`src/rtl/fg_pkg.sv`:
```
// Shared definitions for the function-generator DAC output path: state encoding,
// default DAC command prefix and counter sizing helper.
package fg_pkg;

  typedef enum logic [1:0] {
    ST_IDLE  = 2'd0,
    ST_SHIFT = 2'd1,
    ST_HOLD  = 2'd2,
    ST_GAP   = 2'd3
  } fg_state_t;

  localparam logic [7:0] CMD_WORD_DEF = 8'h30;

  function automatic int unsigned cnt_width(input int unsigned div);
    return $clog2(div + 1);
  endfunction

endpackage

```
`src/rtl/fg_sclk_gen.sv`:
```
// SPI serial clock generator: CLK_DIV cycles per half-period, idle low, count restarts
// whenever en is deasserted; rise/fall are single-cycle ticks preceding the sclk toggle.
module fg_sclk_gen
  import fg_pkg::*;
#(
  parameter int unsigned CLK_DIV = 2
) (
  input  logic clk,
  input  logic rst_n,
  input  logic en,
  output logic sclk,
  output logic rise,
  output logic fall
);

  localparam int unsigned CW = cnt_width(CLK_DIV);

  logic [CW-1:0] cnt;
  logic          wrap;

  assign wrap = en && (cnt == CW'(CLK_DIV - 1));
  assign rise = wrap && !sclk;
  assign fall = wrap && sclk;

  always_ff @(posedge clk or negedge rst_n) begin
    if (!rst_n) begin
      cnt  <= '0;
      sclk <= 1'b0;
    end else if (!en) begin
      cnt  <= '0;
      sclk <= 1'b0;
    end else if (wrap) begin
      cnt  <= '0;
      sclk <= ~sclk;
    end else begin
      cnt <= cnt + 1'b1;
    end
  end

endmodule

```
`src/rtl/fg_dac_serializer.sv`:
```
// SPI DAC output stage: frames {CMD_WORD, sample} MSB first in SPI mode 0 behind a valid/ready input.
// Define FG_DAC_OFFSET_BINARY_EN to invert the sample MSB (two's complement -> offset binary).
module fg_dac_serializer
  import fg_pkg::*;
#(
  parameter int unsigned BITWIDTH = 16,
  parameter int unsigned CMD_BITS = 8,
  parameter logic [((CMD_BITS > 0) ? CMD_BITS : 1)-1:0] CMD_WORD = CMD_WORD_DEF,
  parameter int unsigned CLK_DIV  = 2
) (
  input  logic                       clk_i,
  input  logic                       rstn_i,
  input  logic                       enable_i,
  input  logic signed [BITWIDTH-1:0] data_i,
  input  logic                       valid_i,
  output logic                       ready_o,
  output logic                       cs_n_o,
  output logic                       sclk_o,
  output logic                       mosi_o,
  output logic                       done_o
);

  localparam int unsigned N   = CMD_BITS + BITWIDTH;
  localparam int unsigned BCW = $clog2(N + 1);
  localparam int unsigned PCW = cnt_width(CLK_DIV);

  fg_state_t            state, state_nxt;
  logic [N-1:0]         shreg, shreg_nxt;
  logic [BCW-1:0]       bit_cnt, bit_cnt_nxt;
  logic [PCW-1:0]       ph_cnt, ph_cnt_nxt;
  logic                 cs_n_q, cs_n_nxt;
  logic                 mosi_q, mosi_nxt;
  logic                 done_q, done_nxt;
  logic                 live;
  logic                 accept;
  logic                 sck_rise, sck_fall;
  logic [BITWIDTH-1:0]  sample;
  logic [N-1:0]         frame;

  always_comb begin
    sample = data_i;
`ifdef FG_DAC_OFFSET_BINARY_EN
    sample[BITWIDTH-1] = ~data_i[BITWIDTH-1];
`endif
  end

  generate
    if (CMD_BITS > 0) begin : g_cmd
      assign frame = {CMD_WORD[CMD_BITS-1:0], sample};
    end else begin : g_nocmd
      assign frame = sample;
    end
  endgenerate

  // live keeps ready low during reset and for the first edge after release
  assign ready_o = live && (state == ST_IDLE) && enable_i;
  assign accept  = valid_i && ready_o;
  assign cs_n_o  = cs_n_q;
  assign mosi_o  = mosi_q;
  assign done_o  = done_q;

  fg_sclk_gen #(
    .CLK_DIV (CLK_DIV)
  ) u_sclk_gen (
    .clk   (clk_i),
    .rst_n (rstn_i),
    .en    (state == ST_SHIFT),
    .sclk  (sclk_o),
    .rise  (sck_rise),
    .fall  (sck_fall)
  );

  always_ff @(posedge clk_i or negedge rstn_i) begin
    if (!rstn_i) begin
      state <= ST_IDLE;
    end else begin
      state <= state_nxt;
    end
  end

  always_comb begin
    state_nxt   = state;
    shreg_nxt   = shreg;
    bit_cnt_nxt = bit_cnt;
    ph_cnt_nxt  = ph_cnt;
    cs_n_nxt    = cs_n_q;
    mosi_nxt    = mosi_q;
    done_nxt    = 1'b0;
    case (state)
      ST_IDLE: begin
        if (accept) begin
          state_nxt   = ST_SHIFT;
          shreg_nxt   = frame;
          bit_cnt_nxt = '0;
          cs_n_nxt    = 1'b0;
          mosi_nxt    = frame[N-1];
        end
      end
      ST_SHIFT: begin
        // bits are counted on the rise and advanced on the fall so mosi never moves while sclk is high
        if (sck_rise) begin
          bit_cnt_nxt = bit_cnt + 1'b1;
        end
        if (sck_fall) begin
          if (bit_cnt == BCW'(N)) begin
            state_nxt  = ST_HOLD;
            mosi_nxt   = 1'b0;
            ph_cnt_nxt = '0;
          end else begin
            shreg_nxt = shreg << 1;
            mosi_nxt  = shreg[N-2];
          end
        end
      end
      ST_HOLD: begin
        if (ph_cnt == PCW'(CLK_DIV - 1)) begin
          state_nxt  = ST_GAP;
          ph_cnt_nxt = '0;
          cs_n_nxt   = 1'b1;
          done_nxt   = 1'b1;
        end else begin
          ph_cnt_nxt = ph_cnt + 1'b1;
        end
      end
      ST_GAP: begin
        if (ph_cnt == PCW'(CLK_DIV - 1)) begin
          state_nxt  = ST_IDLE;
          ph_cnt_nxt = '0;
        end else begin
          ph_cnt_nxt = ph_cnt + 1'b1;
        end
      end
      default: begin
        state_nxt = ST_IDLE;
        cs_n_nxt  = 1'b1;
        mosi_nxt  = 1'b0;
      end
    endcase
  end

  always_ff @(posedge clk_i or negedge rstn_i) begin
    if (!rstn_i) begin
      shreg   <= '0;
      bit_cnt <= '0;
      ph_cnt  <= '0;
      cs_n_q  <= 1'b1;
      mosi_q  <= 1'b0;
      done_q  <= 1'b0;
      live    <= 1'b0;
    end else begin
      shreg   <= shreg_nxt;
      bit_cnt <= bit_cnt_nxt;
      ph_cnt  <= ph_cnt_nxt;
      cs_n_q  <= cs_n_nxt;
      mosi_q  <= mosi_nxt;
      done_q  <= done_nxt;
      live    <= 1'b1;
    end
  end

endmodule

```
`config.mk`:
```
export PLATFORM = sky130hd
export DESIGN_NAME = fg_dac_serializer
export DESIGN_NICKNAME = d
export VERILOG_FILES = /design/src/rtl/fg_pkg.sv /design/src/rtl/fg_sclk_gen.sv /design/src/rtl/fg_dac_serializer.sv
export SDC_FILE = /design/constraint.sdc
export NUM_CORES = 1
export LEC_CHECK = 0
export BUFFER_PORTS_ARGS = -buffer_cell sky130_fd_sc_hd__clkbuf_2
export CAP_MARGIN = 30
export CORE_MARGIN = 8
export CORE_UTILIZATION = 59
export CTS_BUF_LIST = sky130_fd_sc_hd__clkbuf_2
export DETAILED_ROUTE_END_ITERATION = 7
export PLACE_DENSITY = 0.81
export SYNTH_ARGS = -nofsm -noshare
export SYNTH_HDL_FRONTEND = slang
export SYNTH_SLANG_ARGS = --single-unit
export TNS_END_PERCENT = 50
```
`constraint.sdc`:
```
create_clock -name clk_i -period 2.34 [get_ports clk_i]
set_input_delay 0.351 -clock clk_i [delete_from_list [all_inputs] [get_ports clk_i]]
set_output_delay 0.351 -clock clk_i [all_outputs]
set_load 0.01 [all_outputs]
```
==> key figures, run 1 <==
Run
  • Max Cap Viol: 0

Final layout
  • Layout cell share with drive strength beyond 1: 0.263
  • Commonest non-fill, non-tap cell in the layout: dfrtp_1
  • Most frequent cells in the layout: dfrtp_1 (38), clkbuf_2 (32), a21oi_1 (24)
  • Inserted Diodes: 0
  • Area Overhead vs Synth: 12.1%
  • Final net count: 234

Routing
  • DR WL/cell: 15.3 um
  • DRC violations left: 0
  • DR iter-0 viols: 74
  • Detailed-route via count: 1454
  • Pre-Repair DR Iteration Count: 4
  • ANT nets after route: 0
  • Vias per cell: 5.70
  • WL final: 3910 um

STA
  • Min Tclk post-route: 2000 ps
  • Setup tns final: 0 ps
  • Hold_ws: 180 ps
  • RSZ-0062 raised after global routing: no
  • Worst Skew: 18.7 ps
  • Rel. slew slack: 0.641
  • Tightest Pin Transition: 534 ps
  • Final critical-path share of the clock period: 0.853
  • Final slew viol count: 0
  • Final hold vios: 0
  • Max frequency: 0.501 GHz
  • Final setup viols: 0

Global routing
  • Antenna violations before repair: 0
  • Overflow after GRT: 0
  • Largest net degree at the start of global routing: 40
  • First-pass GRT wire length: 6660 um
  • Vias in the first global route: 1496
  • Total GRT Usage: 0.158

Placed design
  • Port Buffers: 24
  • HPWL after DPL: 2830 um
  • GPL Wtd Cong: 0.847

Pwr
  • PD cells: 458 nW/um2
  • Pleak: 1.12 nW
  • Total Power: 1.00 mW
  • Worst IR Drop VDD: 0.344 mV

Floorplan
  • CORE AREA: 3260 um2
  • FP Rows: 21
  • Die area: 5410 um2
  • I/O pins: 25
  • Die Ht: 73.5 um
  • DIE WIDTH: 73.5 um
  • Starting density of the core: 0.599

Setup path
  • Worst r2r dst: shreg[4]
  • Setup crit end kind: register
  • Worst R2R Start: state[1]
  • R2R depth: 7
  • Critical path type: register to register
  • Reg2reg setup slack: 340 ps
  • Worst path arrival time: 2270 ps
  • Critical Path RT: 2620 ps
  • Max FO, Critical Path: 15
  • Worst setup SP type: register

CTS
  • TritonCTS clock tree: yes
  • Num CTS Buffers: 5
  • Max H-tree Level: 2
  • Clk pin slew, worst setup/hold paths: 190 ps
  • Root Driver: clkbuf_2
  • Clock Tree Buf Depth: 2
  • Worst skew pair latency: 380 ps
  • Clock Sinks: 39
  • Post-CTS setup buffers: 0

Hold path
  • Hold Startpoint: data_i[0]
  • Hold Path End: shreg[0]
  • Tightest Hold Check Type: primary input to register
  • Worst hold path depth: 3

Synthesis
  • Ys Warns: 0
  • Syn_area_per_cell: 11.0 um2
  • Sequential-to-total area share from yosys stat: 0.500
  • Syn nets: 204
  • Synthesized area: 1950 um2
  • Yosys cell types: 40
  • Yosys reg bits: 39
  • Cell count after synthesis: 178

Outcome
  • Status: complete, no violations
[per-stage QoR]
| stage | setup WS [ps] | instances | util | cell area, um2 |
|---|---|---|---|---|
| global placement | 469 | 245 | 0.651 | 2120 |
| global route | 192 | 255 | 0.672 | 2190 |
| finish | 344 | 255 | 0.672 | 2190 |
| CTS | 334 | 253 | 0.663 | 2160 |
| detailed placement | 392 | 245 | 0.651 | 2120 |
| floorplan | 632 | 178 | - | 1950 |
[state kept, by name, indices dropped and copies added, names as in the netlist]
register         cells
live                 1
cs_n_o               1
u_sclk_gen.sclk      1
u_sclk_gen.cnt       2
shreg               23
state                2
bit_cnt              5
mosi_o               1
ph_cnt               2
done_o               1
[cells by family (layout without fill, tap and decap cells)]
group                    count (synthesis)  count (layout)  share of synthesized area
adder cells (fa/ha/maj)                  6               6                     0.0384
buffers and inverters                   14              45                     0.0365
AND/OR/NAND/NOR                         43              43                      0.127
XOR/XNOR                                 2               2                    0.00897
other                                    1               1                    0.00192
flip-flops                              39              39                      0.500
AO/OA/AOI/OAI                           55              55                      0.193
multiplexers                            18              18                     0.0935
[power by group]
part	internal, mW	switching [mW]
registers	0.676	0.000462
logic	0.0170	0.0191
clock network	0.0882	0.203
[routing by layer]
| metal | vias up | share of wire | GRT usage |
|---|---|---|---|
| li1 | 704 | - | - |
| met1 | 714 | 0.43 | 0.173 |
| met2 | 31 | 0.50 | 0.280 |
| met3 | 5 | 0.051 | 0.0532 |
| met4 | 0 | 0.013 | 0.0488 |
| met5 | - | 0 | 0 |
[what timing repair did]
item                                   CTS  global route
endpoints found under the hold margin    0            38
resized for setup                        0             0
hold buffers                             0             1
[worst max-delay path, stage by stage (launching register included)]
cell and delay (ps):
dfrtp_1 450, inv_1 90, ha_1 360, nand4b_2 220
o21ai_4 180, and2_1 210, buf_4 270, a21oi_1 100
[cells in the mapped netlist]
library cell,number,share of area
dfstp_2,1,0.013
o22ai_1,1,0.0032
a22o_1,5,0.022
nand3_1,9,0.023
xnor2_1,2,0.0090
ha_1,6,0.038
and3_1,2,0.0064
buf_6,1,0.0058
dfrtp_1,38,0.49
buf_2,3,0.0077
or3_1,2,0.0064
o22a_1,2,0.0090
buf_4,2,0.0077
clkbuf_1,2,0.0038
and2_1,3,0.0096
nor2b_1,2,0.0064
nand2_1,9,0.017
o31ai_1,2,0.0077
conb_1,1,0.0019
o21ai_4,1,0.0083
nand4b_1,1,0.0045
nand2b_1,1,0.0032
nor3_1,1,0.0026
nor2_1,6,0.012
and4b_1,1,0.0051
mux2_2,2,0.012
a32oi_1,1,0.0045
or4_1,2,0.0077
nand3b_1,1,0.0038
a21oi_2,10,0.045
o2bb2ai_1,1,0.0045
nand4b_2,1,0.0077
mux2i_1,16,0.082
o21ai_0,6,0.015
a21boi_0,1,0.0038
a21oi_1,24,0.062
nor3b_1,1,0.0038
o2bb2ai_2,1,0.0077
inv_1,6,0.012
and4bb_4,1,0.0083
[final cells by class]
cell class	instances	area, um2
fillers	276	1070
flip-flops and latches	39	977
multi-input cells	125	905
repair buffers	31	188
well taps	46	57.6
clock buffers	8	40.0
inverters	6	22.5
[how the worst max path moves through the flow]
| stage | start | end | depth (start not counted) |
|---|---|---|---|
| 2_1_floorplan | state[1] | shreg[10] | 9 |
| 3_3_place_gp | state[1] | bit_cnt[4] | 6 |
| 3_5_place_dp | state[1] | shreg[3] | 7 |
| 4_1_cts | state[0] | ready_o | 4 |
| 5_1_grt | state[1] | shreg[5] | 7 |
| 6_report | state[1] | shreg[4] | 7 |
No activity file was read; power rests on OpenSTA's default activity.
==> inputs of run 2 (changes only) <==
- CORE_ASPECT_RATIO: default -> 0.9
==> key figures, run 2 (synthesized netlist as in run 1, its figures left out) <==
Floorplan
  • FP Rows: 20 (-4.8%)
  • Die Ht: 70.6 um (-4.0%)
  • I/O pins: 25 (unchanged)
  • DIE WIDTH: 76.7 um (+4.2%)
  • Die area: 5410 um2 (about the same)
  • Starting density of the core: 0.596 (-0.00366)
  • CORE AREA: 3280 um2 (+0.61%)

Routing
  • Pre-Repair DR Iteration Count: 4 (unchanged)
  • DRC violations left: 0 (unchanged)
  • Top Layer Used: met4
  • ANT nets after route: 0 (unchanged)
  • WL final: 3980 um (+2.0%)
  • DR iter-0 viols: 71 (-4.1%)
  • Vias per cell: 5.72 (+0.31%)
  • Metal3 WL: 229 um (+14%)
  • DR WL/cell: 15.7 um (+2.8%)
  • Detailed-route via count: 1447 (-0.48%)
  • Routed met2 length: 1860 um (-5.2%)
  • Routed length on met1: 1800 um (+6.6%)

Setup path
  • Worst R2R Start: state[1]
  • Crit. Startpoint: state[1]
  • Critical path type: register to register
  • Worst setup SP type: register
  • Max FO, Critical Path: 16 (+1)
  • Worst path arrival time: 2430 ps (+160 ps)
  • Critical Path RT: 2680 ps (+60 ps)
  • Setup crit end kind: register

Global routing
  • Total GRT Usage: 0.160 (+0.00144)
  • Largest net degree at the start of global routing: 40 (unchanged)
  • Overflow after GRT: 0 (unchanged)
  • Antenna violations before repair: 0 (unchanged)
  • Vias in the first global route: 1485 (-0.74%)
  • First-pass GRT wire length: 7000 um (+5.2%)

CTS
  • Clock Sinks: 39 (unchanged)
  • Clock Tree Buf Depth: 2 (unchanged)
  • Max H-tree Level: 2 (unchanged)
  • Worst skew pair latency: 420 ps (+40 ps)
  • TritonCTS clock tree: yes
  • Cts hold-fix bufs: 0 (unchanged)
  • Root Driver: clkbuf_2
  • Post-CTS setup buffers: 0 (unchanged)
  • Clk pin slew, worst setup/hold paths: 210 ps (+20 ps)
  • Num CTS Buffers: 5 (unchanged)
  • Resize count post-CTS: 0 (unchanged)

Final layout
  • Largest registers: shreg (23), bit_cnt (5)
  • Layout cell share with drive strength beyond 1: 0.263 (unchanged)
  • Commonest non-fill, non-tap cell in the layout: dfrtp_1
  • Biggest register: shreg
  • Flip-flop count of the largest register after layout: 23 (unchanged)
  • Fin util: 0.676 (+0.00391)
  • Most frequent cells in the layout: dfrtp_1 (38), clkbuf_2 (29), a21oi_1 (24)
  • Footprint of the multi-input gates: 905 um2 (unchanged)
  • Register area: 977 um2 (unchanged)
  • Final instance area: 2220 um2 (+1.2%)
  • Inserted Diodes: 0 (unchanged)
  • Fillcell total: 265 (-4.0%)
  • Area Overhead vs Synth: 13.5%
  • Final net count: 234 (unchanged)
  • Finished Layout Cells: 253 (-0.78%)

Pwr
  • PD cells: 509 nW/um2 (+11%)
  • Pleak: 1.13 nW (+0.86%)
  • Worst IR Drop VDD: 0.540 mV (+57%)

STA
  • Min Tclk post-route: 2090 ps (+96.4 ps)
  • Setup tns final: 0 ps (unchanged)
  • RSZ-0062 raised after global routing: no
  • Final critical-path share of the clock period: 0.894 (+0.0412)
  • Final hold vios: 0 (unchanged)
  • Worst Skew: 22.8 ps (+4.14 ps)
  • Max frequency: 0.478 GHz (-4.6%)
  • Rel. slew slack: 0.625 (-0.0160)
  • Hold_ws: 127 ps (-53.0 ps)
  • Final setup viols: 0 (unchanged)
  • Tightest Pin Transition: 558 ps (+23.8 ps)
  • Final slew viol count: 0 (unchanged)

Placed design
  • GPL Wtd Cong: 0.790 (-6.8%)
  • Port Buffers: 24 (unchanged)
  • HPWL after DPL: 2960 um (+4.6%)
  • Dpl cells: 243 (-0.82%)
  • Placed cell area: 2120 um2 (-0.12%)

Hold path
  • Hold Startpoint: data_i[0]
  • Tightest Hold Check Type: primary input to register

Run
  • Max Cap Viol: 0 (unchanged)

Outcome
  • Status: complete, no violations
run 2: cell count changes in the layout (fill, tap and decap cells not counted):
cell | previous run | this run
bufinv_16 | 0 | 1
clkinv_4 | 0 | 1
clkinv_2 | 0 | 1
clkbuf_2 | 32 | 29
run 2: critical path, stage by stage, from the launching register on:
cell and delay (ps):
dfrtp_1 450, inv_1 90, ha_1 280, buf_4 310
nand2b_1 210, o21ai_4 120, and2_1 180, buf_4 210
a21oi_2 160
run 2: area by class of cell:
cell class,count,area share
inverter,6,0.0102
clock inverter,3,0.0198
clock buffer,5,0.0113
multi-input combinational,125,0.408
sequential,39,0.441
timing repair buffer,31,0.0847
tap,44,0.0248
run 2: layer usage:
| layer | up-vias | track usage |
|---|---|---|
| li1 | 704 | - |
| met1 | 697 | 0.193 |
| met2 | 37 | 0.243 |
| met3 | 9 | 0.0684 |
| met4 | 0 | 0.0682 |
| met5 | - | 0 |
run 2: final timing paths:
check | endpoint | slack (ps) | cells after the start
worst min register to register | done_o | 500 | 1
max in group asynchronous | cs_n_o | 1550 | 3
min in group asynchronous | ph_cnt[1] | 300 | 2
worst min-delay path | shreg[0] | 130 | 3
worst max-delay path | shreg[8] | 250 | 8
worst max register to register | shreg[8] | 250 | 8
run 2: stage by stage:
step                      setup WS, ps  power, mW
after global routing              45.7       1.17
after global placement             398      0.719
after CTS                          238       1.14
final                              248       1.13
after detailed placement           265      0.720
after floorplan                    632      0.691
run 2: power by group:
group	leakage [nW]	internal (mW)	switching (mW)
sequential	0.525	0.676	0.000388
clock	0.0429	0.181	0.234
combinational	0.563	0.0169	0.0194
total	1.13	0.874	0.253
==> inputs of run 3 (changes only) <==
- CELL_PAD_IN_SITES_DETAIL_PLACEMENT: default -> 2
- CELL_PAD_IN_SITES_GLOBAL_PLACEMENT: default -> 2
- CORE_UTILIZATION: 59 -> 39
- PLACE_DENSITY: 0.81 -> default
- PLACE_DENSITY_LB_ADDON: default -> 0.1
==> key figures, run 3 (synthesized netlist as in run 1, its figures left out) <==
CTS
  • Clk pin slew, worst setup/hold paths: 200 ps (about the same)
  • TritonCTS clock tree: yes
  • Post-CTS setup buffers: 0 (unchanged)
  • Max H-tree Level: 2 (unchanged)
  • Root Driver: clkbuf_2
  • Clock Sinks: 39 (unchanged)
  • Worst skew pair latency: 380 ps (-40 ps)
  • Clock Tree Buf Depth: 2 (unchanged)
  • Resize count post-CTS: 0 (unchanged)
  • Num CTS Buffers: 5 (unchanged)
  • Cts hold-fix bufs: 1 (+1)

Global routing
  • GR Util met3: 0.0414 (-0.0270)
  • Vias in the first global route: 1708 (+15%)
  • Overflow after GRT: 0 (unchanged)
  • Total GRT Usage: 0.136 (-0.0235)
  • First-pass GRT wire length: 8620 um (+23%)
  • Global route hottest layer: met2
  • Antenna violations before repair: 0 (unchanged)
  • Met1 Use GR: 0.175 (-0.0179)
  • Largest net degree at the start of global routing: 40 (unchanged)
  • Met2 Use GR: 0.218 (-0.0250)

Floorplan
  • Die Ht: 83.1 um (+18%)
  • FP Rows: 24 (+20%)
  • Starting density of the core: 0.404 (-0.192)
  • I/O pins: 25 (unchanged)
  • CORE AREA: 4830 um2 (+47%)
  • DIE WIDTH: 90.6 um (+18%)
  • Die area: 7530 um2 (+39%)

Setup path
  • R2R depth: 7 (-1)
  • Max incr delay on CP: 460 ps (about the same)
  • CP bufs+invs: 2 (-1)
  • Critical path type: register to register
  • Critical Path RT: 2620 ps (-60 ps)
  • Slowest-stage cell, CP: dfrtp_1
  • Delay-heaviest family, CP: flip-flops
  • Reg2reg setup slack: 220 ps (-20 ps)
  • Worst setup SP type: register
  • Sequence of cells on the critical path: inv_1, ha_1, nand4b_2, o21ai_4, and2_1, buf_4, a21oi_1
  • Critical Path Stages: 7 (-1)
  • Worst path arrival time: 2390 ps (-40 ps)
  • Setup crit end kind: register
  • Max FO, Critical Path: 15 (-1)

STA
  • Min Tclk post-route: 2120 ps (+24.0 ps)
  • Final slew viol count: 0 (unchanged)
  • Final setup viols: 0 (unchanged)
  • Tightest Pin Transition: 587 ps (+28.8 ps)
  • RSZ-0062 raised after global routing: no
  • Rel. slew slack: 0.606 (-0.0194)
  • Final critical-path share of the clock period: 0.904 (+0.0103)
  • Worst Skew: 23.6 ps (+0.774 ps)
  • Setup ws final: 224 ps (-24.0 ps)
  • Final hold vios: 0 (unchanged)
  • Max frequency: 0.473 GHz (-1.1%)
  • Setup tns final: 0 ps (unchanged)

Final layout
  • Layout cell share with drive strength beyond 1: 0.267 (+0.00351)
  • Biggest register: shreg
  • Finished Layout Cells: 275 (+8.7%)
  • Inserted Diodes: 0 (unchanged)
  • Final net count: 235 (+0.43%)
  • Largest registers: shreg (23), bit_cnt (5)
  • Fillcell total: 518 (+95%)
  • Most frequent cells in the layout: dfrtp_1 (38), clkbuf_2 (31), a21oi_1 (24)
  • Commonest non-fill, non-tap cell in the layout: dfrtp_1
  • Flip-flop count of the largest register after layout: 23 (unchanged)
  • Area Overhead vs Synth: 13.1%

Run
  • Max Cap Viol: 0 (unchanged)

Placed design
  • GPL Wtd Cong: 0.790 (about the same)
  • HPWL after DPL: 3730 um (+26%)
  • Place WS: 230 ps (-35.1 ps)
  • Port Buffers: 24 (unchanged)
  • Dpl cells: 266 (+9.5%)

Hold path
  • Tightest Hold Check Type: primary input to register
  • Worst hold path depth: 3 (unchanged)

Routing
  • DR WL/cell: 17.7 um (+12%)
  • DRC violations left: 0 (unchanged)
  • Detailed-route via count: 1503 (+3.9%)
  • DR iter-0 viols: 46 (-35%)
  • Vias per cell: 5.47 (-4.4%)
  • Pre-Repair DR Iteration Count: 4 (unchanged)
  • ANT nets after route: 0 (unchanged)
  • WL final: 4860 um (+22%)

Pwr
  • Worst IR Drop VDD: 0.208 mV (-61%)
  • PD cells: 455 nW/um2 (-10%)
  • Pleak: 1.12 nW (-0.80%)

Outcome
  • Status: complete, no violations
==> run 3: changes by cell type in the layout (fill, tap and decap cells not counted), sizes merged <==
cell    before  now
buf          6    7
bufinv       1    0
clkbuf      29   31
clkinv       2    1
==> run 3: worst reg2reg max path: stages (launching register included) <==
cell and delay (ps):
dfrtp_1 460, inv_1 100, ha_1 320, nand4b_2 220
o21ai_4 310, and2_1 220, buf_4 270, a21oi_1 120
==> run 3: power by group <==
part	leakage, nW	internal [mW]	switching (mW)	total [mW]
logic	0.564	0.0147	0.0191	0.0338
clock network	0.0330	0.0818	0.214	0.296
registers	0.525	0.676	0.000400	0.676
==> run 3: area by class of cell <==
cell class	count	area (um2)	share of cell area
Clock buffer	7	35.0	0.0159
Clock inverter	1	5.00	0.00227
Inverter	6	22.5	0.0102
Multi-Input combinational cell	125	905	0.410
Sequential cell	39	977	0.442
Tap cell	65	81.3	0.0368
Timing Repair Buffer	32	183	0.0827
==> run 3: metal layers <==
| metal | vias to the layer above | share of wire |
|---|---|---|
| met5 | - | 0 |
| met4 | 0 | 0.0064 |
| met3 | 5 | 0.041 |
| met2 | 25 | 0.48 |
| met1 | 767 | 0.47 |
| li1 | 706 | - |
==> run 3: path summary, 6_finish.rpt <==
kind                           start    endpoint
max                         state[1]    shreg[4]
min                        data_i[0]    shreg[0]
max reg2reg                 state[1]    shreg[4]
min reg2reg                ph_cnt[1]      done_o
max in group asynchronous     rstn_i  bit_cnt[1]
min in group asynchronous     rstn_i  bit_cnt[3]
==> run 3: per-stage QoR <==
step / power, mW / instance area (um2) / utilization / hold slack, ps
2_1_floorplan: 0.691 / 1950 / - / 55.4
6_report: 1.01 / 2210 / 0.457 / 183
5_1_grt: 1.04 / 2210 / 0.457 / 151
3_5_place_dp: 0.722 / 2160 / 0.446 / 437
4_1_cts: 1.02 / 2210 / 0.457 / 150
3_3_place_gp: 0.721 / 2160 / 0.446 / 429
